<file path="config.mk">
export PLATFORM = sky130hd
export DESIGN_NAME = vblank_sequencer
export DESIGN_NICKNAME = d
export VERILOG_FILES = /design/src/rtl/vblank_sequencer.sv
export SDC_FILE = /design/constraint.sdc
export NUM_CORES = 1
export LEC_CHECK = 0
export BUFFER_PORTS_ARGS = -buffer_cell sky130_fd_sc_hd__buf_2
export CAP_MARGIN = 20
export CORE_MARGIN = 3
export CORE_UTILIZATION = 33
export CTS_CLUSTER_SIZE = 25
export DETAILED_ROUTE_END_ITERATION = 10
export PLACE_DENSITY = 0.51
export RECOVER_POWER = 25
export SYNTH_ARGS = -nofsm -noshare
export SYNTH_HDL_FRONTEND = slang
export SYNTH_SLANG_ARGS = --single-unit
</file>
<file path="constraint.sdc">
create_clock -name i_clk -period 5.7 [get_ports i_clk]
set_input_delay 0.57 -clock i_clk [delete_from_list [all_inputs] [get_ports i_clk]]
set_output_delay 0.57 -clock i_clk [all_outputs]
set_load 0.05 [all_outputs]
</file>
<file path="src/rtl/vblank_sequencer.sv">
// Loadable micro-program bus master, run once per vsync period; FETCH starts one cycle after the vsync rise.
// Bus steps hold req/addr/rw/dout in BUS until bus_ack; all outputs are registered.
module vblank_sequencer #(
   parameter  int STEPS = 8,
   parameter  int NREG  = 4,
   parameter  int AW    = 16,
   parameter  int DW    = 8,
   localparam int PW    = $clog2(STEPS),
   localparam int RW    = $clog2(NREG),
   localparam int IW    = 3 + RW + AW + DW
) (
   input  logic          i_clk,
   input  logic          i_rst_n,
   input  logic          i_vsync,
   input  logic          i_cfg_we,
   input  logic [PW-1:0] i_cfg_idx,
   input  logic [IW-1:0] i_cfg_word,
   output logic          o_bus_req,
   output logic          o_bus_rw,
   output logic [AW-1:0] o_bus_addr,
   output logic [DW-1:0] o_bus_dout,
   input  logic [DW-1:0] i_bus_din,
   input  logic          i_bus_ack,
   output logic          o_busy,
   output logic          o_done,
   output logic          o_aborted
);

   localparam logic [2:0] OP_NOP  = 3'b000;
   localparam logic [2:0] OP_LD   = 3'b001;
   localparam logic [2:0] OP_ST   = 3'b010;
   localparam logic [2:0] OP_STI  = 3'b011;
   localparam logic [2:0] OP_ADDI = 3'b100;

   typedef struct packed {
      logic [2:0]    op;
      logic [RW-1:0] r;
      logic [AW-1:0] addr;
      logic [DW-1:0] imm;
   } instr_t;

   typedef enum logic [2:0] {
      S_IDLE,
      S_FETCH,
      S_EXEC,
      S_BUS,
      S_HOLD
   } state_t;

   state_t        r_state;
   state_t        w_next_state;
   logic          r_vsync_q;
   logic [PW-1:0] r_pc;
   logic [PW-1:0] w_pc_nxt;
   instr_t        r_ir;
   logic [IW-1:0] r_prog [STEPS];
   logic [DW-1:0] r_regs [NREG];

   logic          w_rise;
   logic          w_last;
   logic [DW-1:0] w_reg_rd;
   logic          w_reg_we;
   logic [DW-1:0] w_reg_wdat;
   logic          w_req_nxt;
   logic          w_rw_nxt;
   logic [AW-1:0] w_addr_nxt;
   logic [DW-1:0] w_dout_nxt;
   logic          w_busy_nxt;
   logic          w_done_nxt;
   logic          w_abort_nxt;

   assign w_rise   = i_vsync & ~r_vsync_q;
   assign w_last   = (r_pc == PW'(STEPS - 1));
   assign w_reg_rd = r_regs[r_ir.r];

   always_ff @(posedge i_clk or negedge i_rst_n) begin
      if (!i_rst_n) begin
         r_state <= S_IDLE;
      end else begin
         r_state <= w_next_state;
      end
   end

   always_comb begin
      w_next_state = r_state;
      unique case (r_state)
         S_IDLE:  if (w_rise) w_next_state = S_FETCH;
         S_FETCH: w_next_state = i_vsync ? S_EXEC : S_IDLE;
         S_EXEC: begin
            if (!i_vsync) begin
               w_next_state = S_IDLE;
            end else begin
               case (r_ir.op)
                  OP_NOP, OP_ADDI:      w_next_state = w_last ? S_HOLD : S_FETCH;
                  OP_LD, OP_ST, OP_STI: w_next_state = S_BUS;
                  default:              w_next_state = S_HOLD;
               endcase
            end
         end
         // The outstanding cycle always completes before an abort is honoured.
         S_BUS: begin
            if (i_bus_ack) begin
               if (!i_vsync)    w_next_state = S_IDLE;
               else if (w_last) w_next_state = S_HOLD;
               else             w_next_state = S_FETCH;
            end
         end
         S_HOLD:  if (!i_vsync) w_next_state = S_IDLE;
         default: w_next_state = S_IDLE;
      endcase
   end

   always_comb begin
      w_pc_nxt    = r_pc;
      w_req_nxt   = o_bus_req;
      w_rw_nxt    = o_bus_rw;
      w_addr_nxt  = o_bus_addr;
      w_dout_nxt  = o_bus_dout;
      w_done_nxt  = 1'b0;
      w_abort_nxt = 1'b0;
      w_reg_we    = 1'b0;
      w_reg_wdat  = w_reg_rd;
      w_busy_nxt  = (w_next_state == S_FETCH) || (w_next_state == S_EXEC) ||
                    (w_next_state == S_BUS);
      unique case (r_state)
         S_IDLE:  w_pc_nxt = '0;
         S_FETCH: w_abort_nxt = ~i_vsync;
         S_EXEC: begin
            if (!i_vsync) begin
               w_abort_nxt = 1'b1;
            end else begin
               case (r_ir.op)
                  OP_NOP: begin
                     w_pc_nxt   = r_pc + PW'(1);
                     w_done_nxt = w_last;
                  end
                  OP_ADDI: begin
                     w_pc_nxt   = r_pc + PW'(1);
                     w_done_nxt = w_last;
                     w_reg_we   = 1'b1;
                     w_reg_wdat = w_reg_rd + r_ir.imm;
                  end
                  OP_LD, OP_ST, OP_STI: begin
                     w_req_nxt  = 1'b1;
                     w_rw_nxt   = (r_ir.op != OP_LD);
                     w_addr_nxt = r_ir.addr;
                     if (r_ir.op == OP_ST)       w_dout_nxt = w_reg_rd;
                     else if (r_ir.op == OP_STI) w_dout_nxt = r_ir.imm;
                     else                        w_dout_nxt = '0;
                  end
                  default: w_done_nxt = 1'b1;
               endcase
            end
         end
         S_BUS: begin
            if (i_bus_ack) begin
               w_req_nxt   = 1'b0;
               w_rw_nxt    = 1'b0;
               w_pc_nxt    = r_pc + PW'(1);
               w_reg_we    = (r_ir.op == OP_LD);
               w_reg_wdat  = i_bus_din;
               w_abort_nxt = ~i_vsync;
               w_done_nxt  = i_vsync & w_last;
            end
         end
         S_HOLD:  w_pc_nxt = r_pc;
         default: w_pc_nxt = '0;
      endcase
   end

   always_ff @(posedge i_clk or negedge i_rst_n) begin
      if (!i_rst_n) begin
         r_vsync_q  <= 1'b0;
         r_pc       <= '0;
         r_ir       <= '0;
         o_bus_req  <= 1'b0;
         o_bus_rw   <= 1'b0;
         o_bus_addr <= '0;
         o_bus_dout <= '0;
         o_busy     <= 1'b0;
         o_done     <= 1'b0;
         o_aborted  <= 1'b0;
         for (int i = 0; i < NREG; i++) r_regs[i] <= '0;
      end else begin
         r_vsync_q  <= i_vsync;
         r_pc       <= w_pc_nxt;
         o_bus_req  <= w_req_nxt;
         o_bus_rw   <= w_rw_nxt;
         o_bus_addr <= w_addr_nxt;
         o_bus_dout <= w_dout_nxt;
         o_busy     <= w_busy_nxt;
         o_done     <= w_done_nxt;
         o_aborted  <= w_abort_nxt;
         if (r_state == S_FETCH) r_ir <= r_prog[r_pc];
         if (w_reg_we) r_regs[r_ir.r] <= w_reg_wdat;
      end
   end

   // Program store has no reset; a same-cycle write leaves the fetch with the old word.
   always_ff @(posedge i_clk) begin
      if (i_cfg_we) r_prog[i_cfg_idx] <= i_cfg_word;
   end

endmodule

</file>
==> results.ini, run 1 <==
[pwr]
power_density_nw_per_um2 = 428
ir_drop_uv = 170
leakagePower_nw = 5.21

[critical_path]
cpPeakStageDelay_ns = 0.89
crit_arrival_ns = 3.91
cp_slowest_cell = dfrtp_1
end_kind = flop
start_kind = flop
crit_start = r_ir[24]
path_max_fanout = 13
path_class = reg2reg
cp_cell_sequence = mux4_2, ha_1, fa_1, a211oi_1, o21bai_1, a21oi_1, xnor2_1, a21oi_1, o21ai_0
worstPathRequired_ns = 6.07
cpMostUsedCell = a21oi_1
critical_path_buf_inv_count = 0
cpLargestDelayFamily = compound AO/OA/AOI/OAI gates
r2r-start = r_ir[24]

[clock_network]
cts_resized = 0
clock_latency_ns = 0.51
post-cts-setup-buffers = 0
htreeDepth = 2
cts_buffers = 36
cts_hold_buffers = 0
cts_tree = done
clockBufferDepth = 3
path_clk_slew_ns = 0.06
cts.sinks = 329
cts_root_buf = clkbuf_16

[placed_design]
portBuffers = 73
place_hpwl_mm = 16.5
post-place-ws_ns = 2.14
dpl.cell_count = 1334
place.gp.congestion = 0.774

[synthesis]
synth_area_um2 = 13200
post-synth-top-count-cell = edfxtp_1
synth_commonest_cells = edfxtp_1, dfrtp_1, nor2_1
ys_seq_elements = 329
synth.avg_cell_area_um2 = 17.2
synth_seq_area_share = 0.710
yosys_warnings = 0
yosysTopAreaCellShare = 0.527
syn-num-nets = 823
synth_largest_area_cell = edfxtp_1
ys_async_sr_fraction = 0.295
ys_types = 58
synth_ff_type = edfxtp_1
yosys-top-cells-area = edfxtp_1, dfrtp_1, mux4_2
synth_cells = 768
synth_enable_flop_cells = 232

[detailed_routing]
vias = 6971
drt_pass1_iterations = 5
drtIter0Drc = 415
via_per_inst = 5.00
ant_nets = 0
routed_wl_mm = 28.5
wl_per_cell_um = 20.4
drt_drc_violations_left = 0

[floorplan]
fp.dieW_um = 206
die_h_um = 206
die_area_um2 = 42500
fp.coreArea_um2 = 39100
ios = 74
start_util = 0.338
row_count = 72

[global_route]
grt_pass1_vias = 7127
grt_use_total = 0.137
grt-ovfl-total = 0
antenna_found_initial = 6
grt_max_degree = 59
grt_pass1_wl_mm = 44.2

[worst_hold_path]
hp-class = in2async

[sta]
slew_headroom = 0.421
timing.final.ws_setup_ns = 2.17
setup_violations = 0
final.setup.tns_ns = 0
rsz0062_at_grt = no
slew_viol_final = 0
fmax_ghz = 0.283
fin_skew_ns = 0.0100
finalCriticalPeriod_ns = 3.53
finalCritPeriodShare = 0.620
whs_ns = 0.0419
worst_pin_slew_ns = 0.869
hold_violations = 0

[finish]
area_delta_synth_final_pct = 15.3
diodes = 0
fin_nets = 909
utilization = 0.390
drive_above_1_share = 0.245
fin_cells = 1395

[run]
maxCapViolCount = 0

[run_status]
status = finished, final reports clean

## stage by stage
stage               total power [mW]  cell area, um2
finish                          6.52           15200
global route                    6.86           15200
CTS                             6.61           15300
detailed placement              4.49           14200
global placement                4.48           14200
floorplan                       4.11           13200
## power by group
| group | switching [mW] | internal, mW |
|---|---|---|
| logic | 0.815 | 0.479 |
| registers | 0.259 | 2.88 |
| clock network | 0.878 | 1.21 |
| total | 1.95 | 4.57 |
## metal layers
metal / wire length [um] / part of all wire / vias up / GRT usage
li1: - / - / 3189 / -
met1: 13200 / 0.46 / 3576 / 0.194
met2: 13100 / 0.46 / 132 / 0.213
met3: 1530 / 0.054 / 62 / 0.0339
met4: 598 / 0.021 / 12 / 0.0364
met5: 84 / 0.0030 / - / 0
## path summary, 6_finish.rpt
kind                                 end  slack [ns]  cells after the start
setup / recovery               r_regs[6]        2.17                      9
hold / removal                r_regs[11]        0.04                      1
setup reg to reg               r_regs[6]        2.17                      9
hold reg to reg                r_regs[2]        0.48                      2
max in group asynchronous        r_pc[0]        4.47                      2
min in group i_clk         r_prog[5][21]        0.35                      1
## cells in the final DEF, fill, tap and decap left out, types with 4 or more instances in the layout
cell type	instances
clkbuf_16	37
dfrtp_1	94
mux4_2	66
nor3_1	6
clkinv_2	6
nor2_4	9
a22oi_1	12
edfxtp_1	232
clkinv_1	6
ha_1	9
mux2i_1	31
nand2_1	21
nand2b_1	4
a31oi_1	12
o21ai_0	24
mux2_2	18
a21oi_1	60
buf_4	16
clkbuf_1	38
buf_2	45
nor2_1	67
## layout make-up
cell class                 instances  area [um2]
multi-input combinational        394        3680
inverter                           5        18.8
fill                            3646       23900
tap                              518         648
sequential                       329        9400
clock inverter                    11        53.8
timing repair buffer              88         447
clock buffer                      50         995
## worst reg2reg max path, stage by stage, from the launching register on
cell,delay [ns]
dfrtp_1,0.89
mux4_2,0.64
ha_1,0.25
fa_1,0.46
a211oi_1,0.31
o21bai_1,0.13
a21oi_1,0.18
xnor2_1,0.08
a21oi_1,0.32
o21ai_0,0.14
## flip-flops by register name (all words and copies together) (netlist names)
register and cells:
o_aborted 1, r_ir 29, r_state 3, o_busy 1, o_bus_req 1, r_regs 32, o_bus_addr 16, o_bus_dout 8
o_done 1, r_prog 232, r_pc 3, r_vsync_q 1, o_bus_rw 1
## cell families after synthesis
| group | count (synthesis) | share of synthesized area |
|---|---|---|
| AO/OA/AOI/OAI | 135 | 0.0629 |
| XOR/XNOR | 4 | 0.00265 |
| adder cells (fa/ha/maj) | 10 | 0.0100 |
| buffers and inverters | 45 | 0.0164 |
| flip-flops | 329 | 0.710 |
| multiplexers | 115 | 0.151 |
| AND/OR/NAND/NOR | 130 | 0.0464 |
Note: power is estimated with default switching activity, not from simulation.
==> inputs of run 2 (changes only) <==
PLACE_DENSITY = 0.53   (was 0.51)
clock period = 2.89 ns   (was 5.7 ns; I/O delays follow)
==> run 2 against run 1 <==
Against the previous run:
- worst setup slack lost 2.0 ns
- combinational power grew 120%
- sequential share of layout area fell by 1.9 points
- highest routed layer unchanged
- first-iteration DRC count is 29% higher
- count of clock-buffer cells in the layout down 2
- clock power up 120%
- cell count increased by 2.2%
- non-clock buffer count rose by 29
- total power is 110% higher
- critical endpoint is now r_regs[15]
- largest cell class unchanged
- worst hold slack gained 0.012 ns
==> results.ini, run 2 (same netlist as run 1, synthesis figures left out) <==
[critical_path]
cpPeakStageDelay_ns = 0.51  ; -0.38 ns
path_max_fanout = 6  ; -7
cp_cell_sequence = buf_4, mux4_2, ha_1, a211oi_2, o21ba_2, a2111oi_1, nor3_1, o21bai_4, a31oi_1
start_kind = flop
cp_slowest_cell = mux4_2
worstPathRequired_ns = 3.28  ; -2.79 ns
crit_start = r_ir[24]
crit_arrival_ns = 3.16  ; -0.75 ns
end_kind = flop
r2r-start = r_ir[24]
path_class = reg2reg

[global_route]
grt_max_degree = 60  ; +1.7%
grt-ovfl-total = 0  ; unchanged
antenna_found_initial = 3  ; -3
grt_use_total = 0.138  ; +0.000991
grt_pass1_wl_mm = 44.6  ; +1.0%
grt_pass1_vias = 7336  ; +2.9%

[sta]
fmax_ghz = 0.361  ; +27%
worst_pin_slew_ns = 0.745  ; -0.124 ns
whs_ns = 0.0541  ; +0.0122 ns
setup_violations = 0  ; unchanged
timing.final.ws_setup_ns = 0.119  ; -2.05 ns
hold_violations = 0  ; unchanged
slew_viol_final = 0  ; unchanged
finalCriticalPeriod_ns = 2.77  ; -0.761 ns
rsz0062_at_grt = yes
slew_headroom = 0.503  ; +0.0827
finalCritPeriodShare = 0.959  ; +0.339
fin_skew_ns = 0.0196  ; +0.00959 ns

[placed_design]
place_hpwl_mm = 17.5  ; +6.0%
portBuffers = 73  ; unchanged
place.gp.congestion = 0.791  ; +2.3%
placed_area_um2 = 14500  ; +2.1%
post-place-ws_ns = -0.0454  ; -2.19 ns

[detailed_routing]
drtIter0Drc = 537  ; +29%
wl_met2_mm = 13.4  ; +2.2%
routed_wl_mm = 28.7  ; +0.96%
vias = 7054  ; +1.2%
drt_pass1_iterations = 4  ; -1
via_per_inst = 4.95  ; -1.0%
drt_drc_violations_left = 0  ; unchanged
routed.top_layer = met5
ant_nets = 0  ; unchanged
met1_length_mm = 13.3  ; +0.84%
dr_wl_met3_mm = 1.43  ; -6.7%
wl_per_cell_um = 20.1  ; -1.2%

[clock_network]
cts_tree = done
htreeDepth = 2  ; unchanged
cts_buffers = 36  ; unchanged
cts_root_buf = clkbuf_16
clock_latency_ns = 0.52  ; about the same
path_clk_slew_ns = 0.06  ; about the same
post-cts-setup-buffers = 0  ; unchanged
cts.sinks = 329  ; unchanged
clockBufferDepth = 3  ; unchanged

[finish]
regMostFlops = r_prog
final_common_cell = edfxtp_1
mostFrequentLayoutCells = edfxtp_1, dfrtp_1, nor2_1
reg_top3 = r_prog (232), r_regs (32), r_ir (29)
largest_register_ffs = 232  ; unchanged
area_delta_synth_final_pct = 18.9
drive_above_1_share = 0.289  ; +0.0434
fin_area_um2 = 15700  ; +3.2%
fin_nets = 938  ; +3.2%
diodes = 0  ; unchanged

[floorplan]
die_area_um2 = 42500  ; unchanged
start_util = 0.338  ; unchanged
die_h_um = 206  ; unchanged
fp.dieW_um = 206  ; unchanged
row_count = 72  ; unchanged
ios = 74  ; unchanged
fp.coreArea_um2 = 39100  ; unchanged

[worst_hold_path]
hp-class = in2reg
worstHoldStart = i_cfg_word[24]

[pwr]
power_density_nw_per_um2 = 862  ; +100%
ir_drop_uv = 285  ; +68%
power_mw = 13.6  ; +110%
leakagePower_nw = 5.44  ; +4.5%

[run_status]
status = finished, final reports clean

[run]
maxCapViolCount = 0  ; unchanged

-- run 2: report_power, final --
part / internal [mW] / switching (mW) / total, mW
registers: 5.68 / 0.455 / 6.13
clock network: 2.73 / 1.80 / 4.52
logic: 1.13 / 1.77 / 2.90
total: 9.53 / 4.02 / 13.6
-- run 2: cell type report --
class | instances | area, um2
fillers | 3605 | 23400
flip-flops and latches | 329 | 9400
multi-input cells | 394 | 3730
clock buffers | 48 | 1010
repair buffers | 117 | 758
well taps | 518 | 648
clock inverters | 15 | 164
inverters | 5 | 18.8
-- run 2: worst max-delay path: cells and delay by family, from the launching register on --
| kind | cells | cell delay (ns) |
|---|---|---|
| compound gates | 5 | 1.05 |
| mux | 1 | 0.51 |
| flops | 1 | 0.45 |
| fa+ha+maj | 1 | 0.33 |
| simple gates | 1 | 0.16 |
| buf+inv | 1 | 0.14 |
-- run 2: what timing repair did --
action	in CTS	in global routing
hold buffers	2	0
setup endpoints to repair	10	12
pin swaps	0	3
endpoints found under the hold margin	56	0
resized for setup	1	10
-- run 2: path summary, 6_finish.rpt --
kind	endpoint	slack [ns]	depth (start not counted)
max	r_regs[15]	0.12	9
min	r_prog[2][24]	0.05	1
max reg2reg	r_regs[15]	0.12	9
min reg2reg	r_regs[0]	0.49	2
max in group asynchronous	r_pc[0]	1.77	3
min in group asynchronous	r_regs[11]	0.37	2
-- run 2: through the flow --
stage / instances / TNS [ns] / utilization
floorplan: 768 / 0 / -
global placement: 1361 / -0.0893 / 0.372
detailed placement: 1361 / -0.234 / 0.372
CTS: 1426 / 0 / 0.402
global route: 1426 / -0.244 / 0.402
finish: 1426 / 0 / 0.402
-- run 2: per-layer routing --
layer | track usage | up-vias
met5 | 0 | -
met4 | 0.0400 | 6
met3 | 0.0324 | 54
met2 | 0.213 | 128
met1 | 0.196 | 3618
li1 | - | 3248
==> inputs of run 3 (changes only) <==
ABC_AREA = 1   (was not set)
RECOVER_POWER = 50   (was 25)
==> run 3 against run 2 <==
Against the previous run:
- critical path type unchanged
- the flow now finishes with violations (max-capacitance violations, max-slew violations)
- final area increased by 0.37%
- cell count increased by 23%
- maximum frequency up 4.1%
- highest routed layer unchanged
- total power is 2.2% higher
- largest cell class unchanged
==> results.ini, run 3 <==
[clock_network]
cts.sinks = 329  ; unchanged
htreeDepth = 2  ; unchanged
cts_tree = done
clock_latency_ns = 0.52  ; about the same
clockBufferDepth = 3  ; unchanged
cts_root_buf = clkbuf_16
cts_buffers = 37  ; +2.8%
path_clk_slew_ns = 0.06  ; about the same

[synthesis]
yosys_warnings = 0  ; unchanged
synth.avg_cell_area_um2 = 12.2  ; -29%
yosysTopAreaCellShare = 0.513  ; -0.0140
yosys-top-cells-area = edfxtp_1, dfrtp_1, nand2_1
synth_commonest_cells = edfxtp_1, nand2_1, inv_1
synth_largest_area_cell = edfxtp_1
ys_async_sr_fraction = 0.295  ; unchanged
synth_cells = 1109  ; +44%
synth_seq_area_share = 0.692  ; -0.0189
syn-num-nets = 1164  ; +41%
post-synth-top-count-cell = edfxtp_1
synth_enable_flop_cells = 232  ; unchanged
synth_ff_type = edfxtp_1
ys_types = 37  ; -36%
synth_area_um2 = 13600  ; +2.7%
ys_seq_elements = 329  ; unchanged

[placed_design]
place.gp.congestion = 0.827  ; +4.5%
portBuffers = 73  ; unchanged
placed_area_um2 = 14700  ; +0.94%
place_hpwl_mm = 19.1  ; +8.8%

[critical_path]
cp_slowest_cell = dfrtp_1
cpMostUsedCell = nand2_1
cp_cell_sequence = nand2_2, inv_1, a22oi_1, nand2_1, ha_1, fa_1, nand3_1, nand2_1, o21ai_0, nand3_1, nand2_1, nand2_1
crit_arrival_ns = 3.07  ; -0.09 ns
end_kind = flop
start_kind = flop
path_class = reg2reg
r2r-start = r_ir[25]
path_max_fanout = 6  ; unchanged
cpLargestDelayFamily = simple AND/OR/NAND/NOR gates
crit_start = r_ir[25]
cpPeakStageDelay_ns = 0.48  ; -0.03 ns
worstPathRequired_ns = 3.30  ; +0.02 ns
critical_path_buf_inv_count = 1  ; unchanged

[finish]
final_common_cell = edfxtp_1
reg_top3 = r_prog (232), r_regs (32), r_ir (29)
fin_nets = 1251  ; +33%
area_delta_synth_final_pct = 16.2
mostFrequentLayoutCells = edfxtp_1, nand2_1, inv_1
largest_register_ffs = 232  ; unchanged
regMostFlops = r_prog
drive_above_1_share = 0.128  ; -0.160
fin_area_um2 = 15800  ; +0.37%

[detailed_routing]
drtIter0Drc = 585  ; +8.9%
drt_pass1_iterations = 5  ; +1
via_per_inst = 4.84  ; -2.2%
wl_per_cell_um = 18.1  ; -9.9%
drt_drc_violations_left = 0  ; unchanged
vias = 8453  ; +20%
ant_nets = 0  ; unchanged
routed_wl_mm = 31.7  ; +10%

[run_status]
status = finished with violations
failed_checks = max-capacitance violations, max-slew violations

[sta]
fin_skew_ns = 0.0168  ; -0.00274 ns
final.setup.tns_ns = 0  ; unchanged
rsz0062_at_grt = no
setup_violations = 0  ; unchanged
whs_ns = 0.113  ; +0.0593 ns
fmax_ghz = 0.376  ; +4.1%
slew_viol_final = 30  ; +30
finalCritPeriodShare = 0.921  ; -0.0378
slew_headroom = -0.447  ; -0.950
worst_pin_slew_ns = 2.17  ; +1.42 ns
hold_violations = 0  ; unchanged
finalCriticalPeriod_ns = 2.66  ; -0.109 ns

[floorplan]
die_area_um2 = 43600  ; +2.7%
die_h_um = 209  ; +1.3%
ios = 74  ; unchanged
fp.coreArea_um2 = 40200  ; +2.8%
start_util = 0.338  ; about the same
row_count = 73  ; +1.4%
fp.dieW_um = 209  ; +1.3%

[global_route]
grt_pass1_wl_mm = 49.8  ; +12%
grt_pass1_vias = 8433  ; +15%
antenna_found_initial = 5  ; +2
grt-ovfl-total = 0  ; unchanged
grt_use_total = 0.146  ; +0.00760
grt_max_degree = 82  ; +37%

[pwr]
leakagePower_nw = 6.12  ; +13%
power_density_nw_per_um2 = 878  ; +1.8%
power_mw = 13.9  ; +2.2%
ir_drop_uv = 398  ; +40%

[worst_hold_path]
worstHoldStart = i_cfg_word[18]
hp-class = in2reg

[run]
maxCapViolCount = 1  ; +1

run 3: path summary, 6_finish.rpt:
check	end	slack [ns]	cells after the start
max	r_regs[20]	0.23	12
max in group asynchronous	r_pc[0]	0.64	3
min in group asynchronous	o_bus_addr[8]	0.45	2
min reg2reg	o_bus_addr[14]	0.48	2
max reg2reg	r_regs[20]	0.23	12
min	r_prog[3][18]	0.11	1
run 3: layer usage:
| metal | share of wire | global-route usage | vias to the layer above | routed length [um] |
|---|---|---|---|---|
| li1 | - | - | 4118 | - |
| met1 | 0.46 | 0.204 | 4095 | 14700 |
| met2 | 0.46 | 0.229 | 188 | 14600 |
| met3 | 0.057 | 0.0353 | 44 | 1810 |
| met4 | 0.018 | 0.0379 | 8 | 566 |
| met5 | 0.0016 | 0 | - | 52 |
run 3: stage by stage:
stage / setup slack [ns] / instances / util
5_1_grt: 0.0234 / 1747 / 0.393
3_5_place_dp: 0.199 / 1680 / 0.365
3_3_place_gp: 0.313 / 1680 / 0.365
2_1_floorplan: 0.514 / 1109 / -
4_1_cts: 0.190 / 1747 / 0.394
6_report: 0.228 / 1748 / 0.393
run 3: final cells by class:
cell class	instances	area, um2
clock inverter	15	128
sequential	329	9400
fill	3831	24400
tap	525	657
clock buffer	50	1030
timing repair buffer	99	534
multi-input combinational	612	3590
antenna	1	2.50
inverter	117	442
run 3: power breakdown:
group	switching, mW	internal, mW
Sequential	0.350	5.61
Clock	1.79	2.67
Combinational	2.40	1.04
Total	4.54	9.32
run 3: logic make-up after synthesis:
family,Yosys count,synth area share
xor+xnor,1,0.000645
fa+ha+maj,10,0.00976
mux,58,0.0427
flops,329,0.692
compound gates,285,0.122
simple gates,258,0.0843
buf+inv,168,0.0490
run 3: repair_timing:
action,CTS,global route
endpoints found under the hold margin,17,0
resized for setup,0,2
hold buffers,2,0
endpoints found under the setup margin,0,7
buffers inserted,0,0
